[config.mk]
export PLATFORM = sky130hd
export DESIGN_NAME = pixel_frame_writer
export DESIGN_NICKNAME = d
export VERILOG_FILES = /design/src/rtl/pixel_frame_writer.sv
export SDC_FILE = /design/constraint.sdc
export NUM_CORES = 1
export LEC_CHECK = 0
export ABC_AREA = 1
export BUFFER_PORTS_ARGS = -buffer_cell sky130_fd_sc_hd__clkbuf_2
export CAP_MARGIN = 15
export CORE_MARGIN = 2
export CORE_UTILIZATION = 30
export DETAILED_ROUTE_END_ITERATION = 10
export HOLD_SLACK_MARGIN = 0.03
export PLACE_DENSITY = 0.55
export REMOVE_ABC_BUFFERS = 1
export SLEW_MARGIN = 40
export SYNTH_ARGS = -nofsm -noshare
export SYNTH_HDL_FRONTEND = slang
export SYNTH_SLANG_ARGS = --single-unit
export TNS_END_PERCENT = 20
[constraint.sdc]
create_clock -name clk -period 6.55 [get_ports clk]
set_input_delay 1.31 -clock clk [delete_from_list [all_inputs] [get_ports clk]]
set_output_delay 1.31 -clock clk [all_outputs]
set_load 0.01 [all_outputs]
[src/rtl/pixel_frame_writer.sv]
// Packs a valid-only pixel stream into 32-bit words (4 bytes each) and writes them
// to a frame buffer through a small FIFO. Define PIXEL_FRAME_WRITER_SATURATE_EN to saturate instead of truncate.
module pixel_frame_writer #(
    parameter int IN_WIDTH   = 11,
    parameter int IMG_WIDTH  = 512,
    parameter int IMG_HEIGHT = 512,
    parameter int FIFO_DEPTH = 8,
    parameter int ADDR_WIDTH = 16
) (
    input  logic                  clk,
    input  logic                  rst,
    input  logic                  frame_start,
    input  logic [IN_WIDTH-1:0]   pixel_in,
    input  logic                  pixel_in_valid,
    output logic [ADDR_WIDTH-1:0] mem_wr_addr,
    output logic [31:0]           mem_wr_data,
    output logic                  mem_wr_valid,
    input  logic                  mem_wr_ready,
    output logic                  busy,
    output logic                  frame_done,
    output logic                  overflow
);

    localparam int NPIX  = IMG_WIDTH * IMG_HEIGHT;
    localparam int CNT_W = (NPIX > 1) ? $clog2(NPIX) : 1;
    localparam int PTR_W = $clog2(FIFO_DEPTH);
    localparam logic [CNT_W-1:0] LAST_PIX   = CNT_W'(NPIX - 1);
    localparam logic [PTR_W:0]   FIFO_FULL  = (PTR_W + 1)'(FIFO_DEPTH);
    localparam logic [PTR_W:0]   FIFO_EMPTY = {(PTR_W + 1){1'b0}};

`ifdef PIXEL_FRAME_WRITER_SATURATE_EN
    localparam bit SAT_EN = 1'b1;
`else
    localparam bit SAT_EN = 1'b0;
`endif

    typedef enum logic [1:0] {
        S_IDLE  = 2'd0,
        S_RUN   = 2'd1,
        S_FLUSH = 2'd2,
        S_DONE  = 2'd3
    } state_t;

    // Zero-extend first so narrow inputs need no special case.
    function automatic logic [7:0] reduce_byte(input logic [IN_WIDTH-1:0] p);
        logic [IN_WIDTH+7:0] ext;
        ext = {8'd0, p};
        if (SAT_EN && (|ext[IN_WIDTH+7:8])) begin
            reduce_byte = 8'hFF;
        end else begin
            reduce_byte = ext[7:0];
        end
    endfunction

    state_t                state_q, state_d;
    logic [CNT_W-1:0]      pix_cnt_q, pix_cnt_d;
    logic [1:0]            lane_q, lane_d;
    logic [23:0]           acc_q, acc_d;
    logic [ADDR_WIDTH-1:0] waddr_q, waddr_d;
    logic                  ovf_q, ovf_d;
    logic                  busy_q, done_q;

    logic [ADDR_WIDTH-1:0] fifo_addr_q [FIFO_DEPTH];
    logic [31:0]           fifo_data_q [FIFO_DEPTH];
    logic [PTR_W-1:0]      wr_ptr_q, wr_ptr_d, rd_ptr_q, rd_ptr_d;
    logic [PTR_W:0]        fifo_cnt_q, fifo_cnt_d;

    logic [7:0]  byte_s;
    logic [31:0] push_word_s;
    logic        take_s, last_s, push_req_s, push_ok_s, pop_s, fifo_full_s, fifo_nonempty_s;

    // Pixel intake, packing and FIFO handshake decode.
    always_comb begin
        byte_s          = reduce_byte(pixel_in);
        push_word_s     = {8'd0, acc_q} | ({24'd0, byte_s} << {lane_q, 3'b000});
        take_s          = (state_q == S_RUN) && pixel_in_valid;
        last_s          = (pix_cnt_q == LAST_PIX);
        push_req_s      = take_s && ((lane_q == 2'd3) || last_s);
        fifo_nonempty_s = (fifo_cnt_q != FIFO_EMPTY);
        fifo_full_s     = (fifo_cnt_q == FIFO_FULL);
        pop_s           = fifo_nonempty_s && mem_wr_ready;
        // A pop in the same cycle frees the slot, so a full FIFO still accepts.
        push_ok_s       = push_req_s && (!fifo_full_s || pop_s);
    end

    // Frame state machine next-state.
    always_comb begin
        state_d = state_q;
        case (state_q)
            S_IDLE: begin
                if (frame_start) state_d = S_RUN;
                else             state_d = S_IDLE;
            end
            S_RUN: begin
                if (take_s && last_s) state_d = S_FLUSH;
                else                  state_d = S_RUN;
            end
            S_FLUSH: begin
                if (!fifo_nonempty_s) state_d = S_DONE;
                else                  state_d = S_FLUSH;
            end
            S_DONE:  state_d = S_IDLE;
            default: state_d = S_IDLE;
        endcase
    end

    // Pixel counter, lane, partial word, word address and overflow next-state.
    always_comb begin
        pix_cnt_d = pix_cnt_q;
        lane_d    = lane_q;
        acc_d     = acc_q;
        waddr_d   = waddr_q;
        ovf_d     = ovf_q;
        if ((state_q == S_IDLE) && frame_start) begin
            pix_cnt_d = {CNT_W{1'b0}};
            lane_d    = 2'd0;
            acc_d     = 24'd0;
            waddr_d   = {ADDR_WIDTH{1'b0}};
            ovf_d     = 1'b0;
        end else if (take_s) begin
            pix_cnt_d = pix_cnt_q + CNT_W'(1);
            lane_d    = lane_q + 2'd1;
            if (push_req_s) begin
                acc_d   = 24'd0;
                waddr_d = waddr_q + ADDR_WIDTH'(1);
                ovf_d   = ovf_q | ~push_ok_s;
            end else begin
                acc_d   = push_word_s[23:0];
            end
        end else begin
            pix_cnt_d = pix_cnt_q;
        end
    end

    // FIFO pointer and occupancy next-state.
    always_comb begin
        wr_ptr_d   = wr_ptr_q;
        rd_ptr_d   = rd_ptr_q;
        fifo_cnt_d = fifo_cnt_q;
        if (push_ok_s) wr_ptr_d = wr_ptr_q + PTR_W'(1);
        else           wr_ptr_d = wr_ptr_q;
        if (pop_s) rd_ptr_d = rd_ptr_q + PTR_W'(1);
        else       rd_ptr_d = rd_ptr_q;
        case ({push_ok_s, pop_s})
            2'b10:   fifo_cnt_d = fifo_cnt_q + (PTR_W + 1)'(1);
            2'b01:   fifo_cnt_d = fifo_cnt_q - (PTR_W + 1)'(1);
            default: fifo_cnt_d = fifo_cnt_q;
        endcase
    end

    // Control and datapath registers.
    always_ff @(posedge clk) begin
        if (rst) begin
            state_q    <= S_IDLE;
            pix_cnt_q  <= {CNT_W{1'b0}};
            lane_q     <= 2'd0;
            acc_q      <= 24'd0;
            waddr_q    <= {ADDR_WIDTH{1'b0}};
            ovf_q      <= 1'b0;
            busy_q     <= 1'b0;
            done_q     <= 1'b0;
            wr_ptr_q   <= {PTR_W{1'b0}};
            rd_ptr_q   <= {PTR_W{1'b0}};
            fifo_cnt_q <= FIFO_EMPTY;
        end else begin
            state_q    <= state_d;
            pix_cnt_q  <= pix_cnt_d;
            lane_q     <= lane_d;
            acc_q      <= acc_d;
            waddr_q    <= waddr_d;
            ovf_q      <= ovf_d;
            busy_q     <= (state_d != S_IDLE);
            done_q     <= (state_d == S_DONE);
            wr_ptr_q   <= wr_ptr_d;
            rd_ptr_q   <= rd_ptr_d;
            fifo_cnt_q <= fifo_cnt_d;
        end
    end

    // FIFO storage.
    always_ff @(posedge clk) begin
        if (rst) begin
            for (int i = 0; i < FIFO_DEPTH; i++) begin
                fifo_addr_q[i] <= {ADDR_WIDTH{1'b0}};
                fifo_data_q[i] <= 32'd0;
            end
        end else if (push_ok_s) begin
            fifo_addr_q[wr_ptr_q] <= waddr_q;
            fifo_data_q[wr_ptr_q] <= push_word_s;
        end else begin
            fifo_addr_q[wr_ptr_q] <= fifo_addr_q[wr_ptr_q];
        end
    end

    assign mem_wr_valid = fifo_nonempty_s;
    assign mem_wr_addr  = fifo_nonempty_s ? fifo_addr_q[rd_ptr_q] : {ADDR_WIDTH{1'b0}};
    assign mem_wr_data  = fifo_nonempty_s ? fifo_data_q[rd_ptr_q] : 32'd0;
    assign busy         = busy_q;
    assign frame_done   = done_q;
    assign overflow     = ovf_q;

endmodule
==> results of run 1 <==
[cell usage in the layout (no fill, tap or decap), types with 6 or more instances in the layout]
master / netlist / routed
nor2_2: 10 / 10
nor2_1: 648 / 648
dfxtp_1: 78 / 76
inv_2: 5 / 7
a21oi_1: 54 / 54
ha_1: 7 / 7
o211a_1: 8 / 8
o22ai_1: 48 / 48
nor3_1: 51 / 51
nand2_1: 79 / 69
a211oi_1: 16 / 16
inv_1: 89 / 84
clkinv_1: 8 / 10
clkbuf_16: 0 / 51
nand2_2: 1 / 10
clkinv_2: 0 / 6
nand3_2: 5 / 6
clkbuf_8: 0 / 12
nor3_2: 10 / 10
edfxtp_1: 384 / 384
buf_4: 6 / 26
clkbuf_1: 130 / 21
o21ai_0: 294 / 293
xor2_1: 6 / 6
nand3_1: 29 / 28
clkbuf_2: 0 / 64
a31oi_1: 57 / 54
[worst max-delay path by stage]
stage,start,end,slack [ns],cells after the start
6_report,register,mem_wr_data[30],2.09,6
5_1_grt,register,mem_wr_data[30],1.86,6
4_1_cts,register,mem_wr_data[30],1.99,6
3_5_place_dp,pixel_in_valid,fifo_data_q[6][19]$_SDFFCE_PN0P_,2.01,11
3_3_place_gp,pixel_in_valid,fifo_data_q[6][31]$_SDFFCE_PN0P_,2.06,11
2_1_floorplan,register,mem_wr_addr[0],-2.16,5
[cells by family after synthesis]
logic type / count (synthesis) / share of synthesized area, %
compound gates: 478 / 12.8
buf+inv: 253 / 4.92
flops: 462 / 64.2
xor+xnor: 6 / 0.258
fa+ha+maj: 8 / 0.528
simple gates: 853 / 17.3
[cell type report]
class | count | area, µm²
Multi-Input combinational cell | 1345 | 6360
Timing Repair Buffer | 98 | 644
Clock buffer | 84 | 1520
Sequential cell | 462 | 13100
Fill cell | 6826 | 44100
Clock inverter | 7 | 43.8
Tap cell | 873 | 1090
Inverter | 102 | 390
[sequential cells by signal, summed over array words and instances (netlist names), named ones only]
name         count
pix_cnt_q       18
overflow         1
waddr_q         16
acc_q           24
lane_q           2
busy             1
fifo_data_q    256
state_q          2
frame_done       1
wr_ptr_q         3
fifo_addr_q    128
rd_ptr_q         3
fifo_cnt_q       4
[metrics by stage]
stage	instance area (µm²)	util (%)	std cells	setup slack, ns	TNS (ns)
6_report	23200	34.4	2971	2.09	0
5_1_grt	23200	34.4	2971	1.86	0
4_1_cts	23100	34.4	2971	1.99	0
3_5_place_dp	21600	32.1	2880	2.01	0
3_3_place_gp	21500	32.0	2879	2.06	0
2_1_floorplan	19800	-	1909	-2.16	-156.95
[worst max-delay path: stages, from the launching register on]
cell	delay, ns
dfxtp_4	0.57
clkinv_2	0.52
buf_4	0.48
nor2_1	0.18
o21ai_0	0.10
a31oi_1	0.45
clkbuf_2	0.23
[report_power, final]
group          internal (W)  switching, W
logic              0.000693       0.00166
registers           0.00329     0.0000975
clock network       0.00157       0.00113
[routing by layer]
layer  vias up  global-route usage, %  share of wire (%)
li1       7119                      -                  -
met1      7468                   21.1                 44
met2       395                   27.3                 48
met3        84                   2.70                5.3
met4         0                   5.18                2.8
met5         -                      0                  0
==> impl_metrics.env, run 1 <==
export IMPL_status="complete, no violations"
export IMPL_pin_count=68
export IMPL_fin_nets=2082
export IMPL_hold_start="pix_cnt_q[7]$_SDFFE_PP0P_"
export IMPL_cts_setup_buffers=0
export IMPL_seq_area_frac_synth_pct=64.2
export IMPL_die_h_um=265
export IMPL_synth_top_area_cell="edfxtp_1"
export IMPL_p_per_area_nw_per_um2=365
export IMPL_clock_sinks=462
export IMPL_synthCells=2060
export IMPL_cts_repair_resized=0
export IMPL_synth_most_common_cell="nor2_1"
export IMPL_reg2reg_depth=8
export IMPL_drtIter0Drc=1113
export IMPL_antenna_found_initial=0
export IMPL_ys_ff_latch=462
export IMPL_dieArea_um2=70100
export IMPL_whs_ns=0.459
export IMPL_ff2ff_setup_slack_ns=3.01
export IMPL_wl_per_cell_um=19.3
export IMPL_cts_hold_buf=0
export IMPL_start_kind="register"
export IMPL_end_kind="primary output"
export IMPL_avgViaCountPerCell=5.07
export IMPL_yosysTopAreaCellShare_pct=56.5
export IMPL_crit_path_max_fanout=32
export IMPL_arrival_ns=3.15
export IMPL_hold_path_depth=2
export IMPL_timing_final_crit_share_pct=68.1
export IMPL_grt_pass1_wl_um=87800
export IMPL_h_tree_depth=2
export IMPL_grt_overflow=0
export IMPL_clock_latency_ns=0.59
export IMPL_synthFlopType="edfxtp_1"
export IMPL_p_leak_nw=7.86
export IMPL_drt_total_wl_um=57300
export IMPL_clockRootBuffer="clkbuf_16"
export IMPL_clkTransAtPathRegs_ns=0.06
export IMPL_whs_endpoint="pix_cnt_q[7]$_SDFFE_PP0P_"
export IMPL_slew_viol_final=0
export IMPL_peakVddDrop_uv=198
export IMPL_vias=15066
export IMPL_tritoncts="built"
export IMPL_setup_violations=0
export IMPL_ys_types=37
export IMPL_rsz0062_at_grt="no"
export IMPL_worstHoldPathType="register to register"
export IMPL_synthTopCellsByArea="edfxtp_1 57%, nor2_1 12%, dfxtp_1 7.7%"
export IMPL_start_util_pct=30.3
export IMPL_placementRows=95
export IMPL_tightest_slew_ns=0.844
export IMPL_critPathKind="register to primary output"
export IMPL_detail_route_antenna_nets=0
export IMPL_skew_ns=0.0277
export IMPL_yosysWarnings=0
export IMPL_port_buffers=64
export IMPL_core_area_um2=67300
export IMPL_gp_congestion=0.764
export IMPL_max_clock_path_buffers=3
export IMPL_first_global_vias=14867
export IMPL_syn_area_um2=20400
export IMPL_synth_area_per_cell_um2=9.90
export IMPL_synth_edff_count=384
export IMPL_ys_top_cells_by_count="648 x nor2_1, 384 x edfxtp_1, 294 x o21ai_0"
export IMPL_maxCapViolCount=0
export IMPL_p_total_w=0.00844
export IMPL_antenna_cells=0
export IMPL_period_minus_slack_ns=4.46
export IMPL_area_growth_pct=13.5
export IMPL_required_ns=5.24
export IMPL_max_freq_mhz=224
export IMPL_track_usage_pct=16.2
export IMPL_cts_buffers=49
export IMPL_drc=0
export IMPL_fp_dieW_um=265
export IMPL_firstDrtPassIters=7
export IMPL_hold_viol=0
export IMPL_maxSlewHeadroom_pct=43.8
export IMPL_dpl_hpwl_um=31200
export IMPL_grt_start_max_net_pins=108
export IMPL_r2r_end="fifo_data_q[6][29]$_SDFFCE_PN0P_"
export IMPL_synthArstFlopShare_pct=0
export IMPL_r2r_start="lane_q[1]$_SDFFE_PP0P_"
export IMPL_drive_gt1_share_pct=10.8
Power figures use the tool's default switching activity.
==> run 2: changes to the inputs <==
- clock period: 6.55 -> 3.8 ns (I/O delays scaled with it)
==> impl_metrics.env, run 2 (same netlist as run 1, synthesis figures left out) <==
export IMPL_status="complete, no violations"
export IMPL_finalWorstSetupSlack_ns=0.114
export IMPL_cts_hold_buf=0
export IMPL_drt_total_wl_um=58400
export IMPL_end_kind="primary output"
export IMPL_drtIter0Drc=1303
export IMPL_area_growth_pct=14.0
export IMPL_firstDrtPassIters=5
export IMPL_grt_pass1_wl_um=89100
export IMPL_hold_viol=0
export IMPL_p_total_w=0.0146
export IMPL_largest_register="fifo_data_q"
export IMPL_detail_route_antenna_nets=0
export IMPL_grt_overflow=0
export IMPL_seq_power_share_pct=39.8
export IMPL_fp_dieW_um=265
export IMPL_tightest_slew_ns=0.844
export IMPL_wl_per_cell_um=19.5
export IMPL_timing_final_crit_share_pct=97.0
export IMPL_start_kind="register"
export IMPL_post_place_ws_ns=0.651
export IMPL_clock_latency_ns=0.60
export IMPL_clockPowerShare_pct=31.1
export IMPL_first_global_vias=15035
export IMPL_slew_viol_final=0
export IMPL_vias=15381
export IMPL_comb_power_share_pct=29.1
export IMPL_max_freq_mhz=271
export IMPL_mostFrequentLayoutCells="648 x nor2_1, 384 x edfxtp_1, 293 x o21ai_0, 85 x inv_1, 76 x dfxtp_1"
export IMPL_track_usage_pct=16.5
export IMPL_avgViaCountPerCell=5.15
export IMPL_worstHoldPathType="register to register"
export IMPL_start_util_pct=30.3
export IMPL_arrival_ns=2.93
export IMPL_antenna_cells=0
export IMPL_cts_setup_buffers=0
export IMPL_fin_nets=2098
export IMPL_path_buf_inv=2
export IMPL_skew_ns=0.0268
export IMPL_tritoncts="built"
export IMPL_dieArea_um2=70100
export IMPL_path_cells="buf_4 > o21ai_0 > o22ai_1 > o21ai_0 > a31oi_1 > clkbuf_2"
export IMPL_maxCapViolCount=0
export IMPL_clock_sinks=462
export IMPL_setup_violations=0
export IMPL_slowest_stage="dfxtp_4"
export IMPL_crit_path_max_fanout=40
export IMPL_gp_congestion=0.781
export IMPL_peakVddDrop_uv=579
export IMPL_p_per_area_nw_per_um2=626
export IMPL_max_clock_path_buffers=3
export IMPL_tns_ns=0
export IMPL_cts_buffers=49
export IMPL_maxSlewHeadroom_pct=43.8
export IMPL_pin_count=68
export IMPL_cpPeakStageDelay_ns=0.60
export IMPL_antenna_found_initial=0
export IMPL_clkTransAtPathRegs_ns=0.06
export IMPL_sw_frac_of_total_pct=34.7
export IMPL_port_buffers=64
export IMPL_layout_cells_most_common="nor2_1"
export IMPL_top_regs="fifo_data_q x256, fifo_addr_q x128, acc_q x24"
export IMPL_switching_power_w=0.00506
export IMPL_crit_top_cell="o21ai_0"
export IMPL_p_leak_nw=7.93
export IMPL_path_delay_family="compound AO/OA/AOI/OAI gates"
export IMPL_drc=0
export IMPL_largest_reg_flops=256
export IMPL_h_tree_depth=2
export IMPL_placementRows=95
export IMPL_drive_gt1_share_pct=11.4
export IMPL_whs_ns=0.451
export IMPL_period_minus_slack_ns=3.69
export IMPL_clockRootBuffer="clkbuf_16"
export IMPL_critPathKind="register to primary output"
export IMPL_dpl_hpwl_um=31400
export IMPL_utilization_pct=34.6
export IMPL_cts_repair_resized=0
export IMPL_rsz0062_at_grt="no"
export IMPL_die_h_um=265
export IMPL_core_area_um2=67300
export IMPL_required_ns=3.04
export IMPL_grt_start_max_net_pins=115
export IMPL_p_int_w=0.00950
## run 2: cell count changes in the layout (fill, tap and decap cells not counted), moves of 2 or more
cell	previous run	this run
clkbuf_8	12	5
inv_2	7	5
buf_12	4	9
buf_4	26	40
inv_6	1	3
buf_6	3	1
a31oi_1	54	52
clkinv_1	10	19
clkinv_2	6	10
clkinv_4	0	2
clkbuf_1	21	13
a31oi_2	3	5
clkbuf_16	51	49
## run 2: through the flow
stage          cell area, µm²  instances
2_1_floorplan           19800       1909
3_3_place_gp            21700       2896
3_5_place_dp            21700       2896
4_1_cts                 23200       2987
5_1_grt                 23300       2987
6_report                23300       2987
## run 2: metal layers
metal | up-vias | GRT usage [%] | part of all wire [%]
li1 | 7165 | - | -
met1 | 7601 | 21.7 | 44
met2 | 502 | 27.9 | 48
met3 | 113 | 2.50 | 5.7
met4 | 0 | 5.19 | 2.7
met5 | - | 0 | 0
## run 2: power groups by stage
stage                     logic [W]  registers [W]  clock network (W)
after global routing        0.00469        0.00582            0.00480
after detailed placement    0.00425        0.00590                  0
after CTS                   0.00426        0.00580            0.00461
after floorplan             0.00231        0.00606                  0
after global placement      0.00421        0.00590                  0
final                       0.00423        0.00580            0.00453
## run 2: area by class of cell
cell class                      count  area, µm²
Fill cell                        6790      44000
Multi-Input combinational cell   1345       6370
Clock inverter                     24        151
Tap cell                          873       1090
Inverter                          102        388
Timing Repair Buffer              114        812
Clock buffer                       67       1340
Sequential cell                   462      13100
## run 2: final timing paths
check             depth (start not counted)                         to  slack, ns                 startpoint
setup reg to reg                         10    waddr_q[3]$_SDFFE_PP0P_       1.02  pix_cnt_q[0]$_SDFFE_PP0P_
hold / removal                            2  pix_cnt_q[7]$_SDFFE_PP0P_       0.45  pix_cnt_q[7]$_SDFFE_PP0P_
hold reg to reg                           2  pix_cnt_q[7]$_SDFFE_PP0P_       0.45  pix_cnt_q[7]$_SDFFE_PP0P_
setup / recovery                          6            mem_wr_data[10]       0.11                   register
## run 2: worst min-delay path: stages (launching register included)
cell and delay (ns):
dfxtp_1 0.31, inv_1 0.05, a21oi_1 0.05
==> run 3: changes to the inputs <==
- CORE_MARGIN: 2 -> default
- PLACE_DENSITY: 0.55 -> default
==> impl_metrics.env, run 3 (same netlist as run 1, synthesis figures left out) <==
export IMPL_grt_start_max_net_pins=77
export IMPL_p_per_area_nw_per_um2=636
export IMPL_detail_route_antenna_nets=0
export IMPL_rsz0062_at_grt="no"
export IMPL_start_kind="register"
export IMPL_cts_setup_buffers=0
export IMPL_crit_path_max_fanout=54
export IMPL_largest_reg_flops=256
export IMPL_tightest_slew_ns=0.854
export IMPL_grt_overflow=0
export IMPL_seqCellArea_um2=13100
export IMPL_antenna_cells=0
export IMPL_cpPeakStageDelay_ns=0.50
export IMPL_fp_dieW_um=263
export IMPL_vias=15464
export IMPL_port_buffers=64
export IMPL_drt_total_wl_um=58200
export IMPL_track_usage_pct=16.7
export IMPL_layout_cells_most_common="nor2_1"
export IMPL_critPathKind="register to primary output"
export IMPL_arrival_ns=2.72
export IMPL_cts_buffers=51
export IMPL_dieArea_um2=69000
export IMPL_dp_cells=2900
export IMPL_h_tree_depth=2
export IMPL_wl_per_cell_um=19.4
export IMPL_pin_count=68
export IMPL_fin_nets=2104
export IMPL_cts_repair_resized=0
export IMPL_area_growth_pct=15.5
export IMPL_mostFrequentLayoutCells="648 x nor2_1, 384 x edfxtp_1, 293 x o21ai_0, 86 x inv_1, 76 x dfxtp_1"
export IMPL_antenna_found_initial=3
export IMPL_end_kind="primary output"
export IMPL_slew_viol_final=0
export IMPL_avgViaCountPerCell=5.16
export IMPL_drc=0
export IMPL_core_area_um2=67200
export IMPL_clock_latency_ns=0.59
export IMPL_tritoncts="built"
export IMPL_clockRootBuffer="clkbuf_16"
export IMPL_clock_sinks=462
export IMPL_placementRows=95
export IMPL_setup_violations=0
export IMPL_clkTransAtPathRegs_ns=0.06
export IMPL_worstHoldPathType="register to register"
export IMPL_max_freq_mhz=287
export IMPL_largest_register="fifo_data_q"
export IMPL_dpl_hpwl_um=32000
export IMPL_first_global_vias=15010
export IMPL_p_leak_nw=8.07
export IMPL_max_clock_path_buffers=3
export IMPL_status="complete, no violations"
export IMPL_hold_viol=0
export IMPL_required_ns=3.04
export IMPL_period_minus_slack_ns=3.48
export IMPL_multi_input_area_um2=6350
export IMPL_path_cells="inv_2 > buf_12 > o21ai_0 > o22ai_1 > o21ai_0 > a31oi_1 > clkbuf_2"
export IMPL_finalNonFillerCells=2995
export IMPL_drtIter0Drc=1286
export IMPL_maxCapViolCount=0
export IMPL_maxSlewHeadroom_pct=43.1
export IMPL_cts_hold_buf=0
export IMPL_slowest_stage="dfxtp_4"
export IMPL_utilization_pct=35.1
export IMPL_skew_ns=0.0241
export IMPL_start_util_pct=30.4
export IMPL_n_fill_cell=6662
export IMPL_timing_final_crit_share_pct=91.5
export IMPL_grt_pass1_wl_um=89300
export IMPL_crit_top_cell="o21ai_0"
export IMPL_die_h_um=263
export IMPL_drive_gt1_share_pct=11.7
export IMPL_firstDrtPassIters=6
export IMPL_top_regs="fifo_data_q x256, fifo_addr_q x128, acc_q x24"
export IMPL_peakVddDrop_uv=353
export IMPL_gp_congestion=0.799
run 3: cell types whose count changed in the layout (fill, tap and decap cells not counted), sizes merged:
| cell | change |
|---|---|
| inv | -1 |
| bufinv | +2 |
| clkinv | -3 |
| buf | +4 |
| clkbuf | +6 |
run 3: final timing paths:
check | start | to | slack, ns | cells past startpoint
worst min-delay path | pix_cnt_q[7]$_SDFFE_PP0P_ | pix_cnt_q[7]$_SDFFE_PP0P_ | 0.45 | 2
worst max-delay path | register | mem_wr_addr[15] | 0.32 | 7
worst max register to register | pix_cnt_q[0]$_SDFFE_PP0P_ | fifo_data_q[5][19]$_SDFFCE_PN0P_ | 1.06 | 9
worst min register to register | pix_cnt_q[7]$_SDFFE_PP0P_ | pix_cnt_q[7]$_SDFFE_PP0P_ | 0.45 | 2
run 3: metrics by stage:
stage          setup WS (ns)  instance area, µm²  setup TNS, ns  total power [W]  hold WS, ns
6_report               0.321               23500              0           0.0150        0.450
5_1_grt                0.212               23500              0           0.0157        0.462
4_1_cts                0.306               23500              0           0.0151        0.453
3_5_place_dp           0.676               21900              0           0.0102        0.444
3_3_place_gp           0.729               21900              0           0.0102        0.436
2_1_floorplan          -4.36               19800        -612.09          0.00837        0.426
run 3: power breakdown:
group	internal (W)	total (W)	switching (W)
Clock	0.00289	0.00489	0.00200
Combinational	0.00136	0.00426	0.00290
Sequential	0.00567	0.00582	0.000147
Total	0.00991	0.0150	0.00505
run 3: area by class of cell:
type                    count  share of cell area [%]
clock buffers              73                    6.25
clock inverters            22                   0.776
inverters                 102                    1.64
multi-input cells        1345                    27.0
flip-flops and latches    462                    55.6
well taps                 873                    4.64
repair buffers            118                    4.09
run 3: layer usage:
metal | global-route usage [%] | wire length [µm] | vias up
li1 | - | - | 7181
met1 | 22.0 | 24800 | 7640
met2 | 27.7 | 27900 | 543
met3 | 3.53 | 4310 | 94
met4 | 4.26 | 1100 | 6
met5 | 0 | 44 | -
run 3: worst max-delay path, delay by kind of cell (launching register included):
kind            cells  cell delay (ns)
flops               1             0.50
buf+inv             3             0.73
compound gates      4             0.88
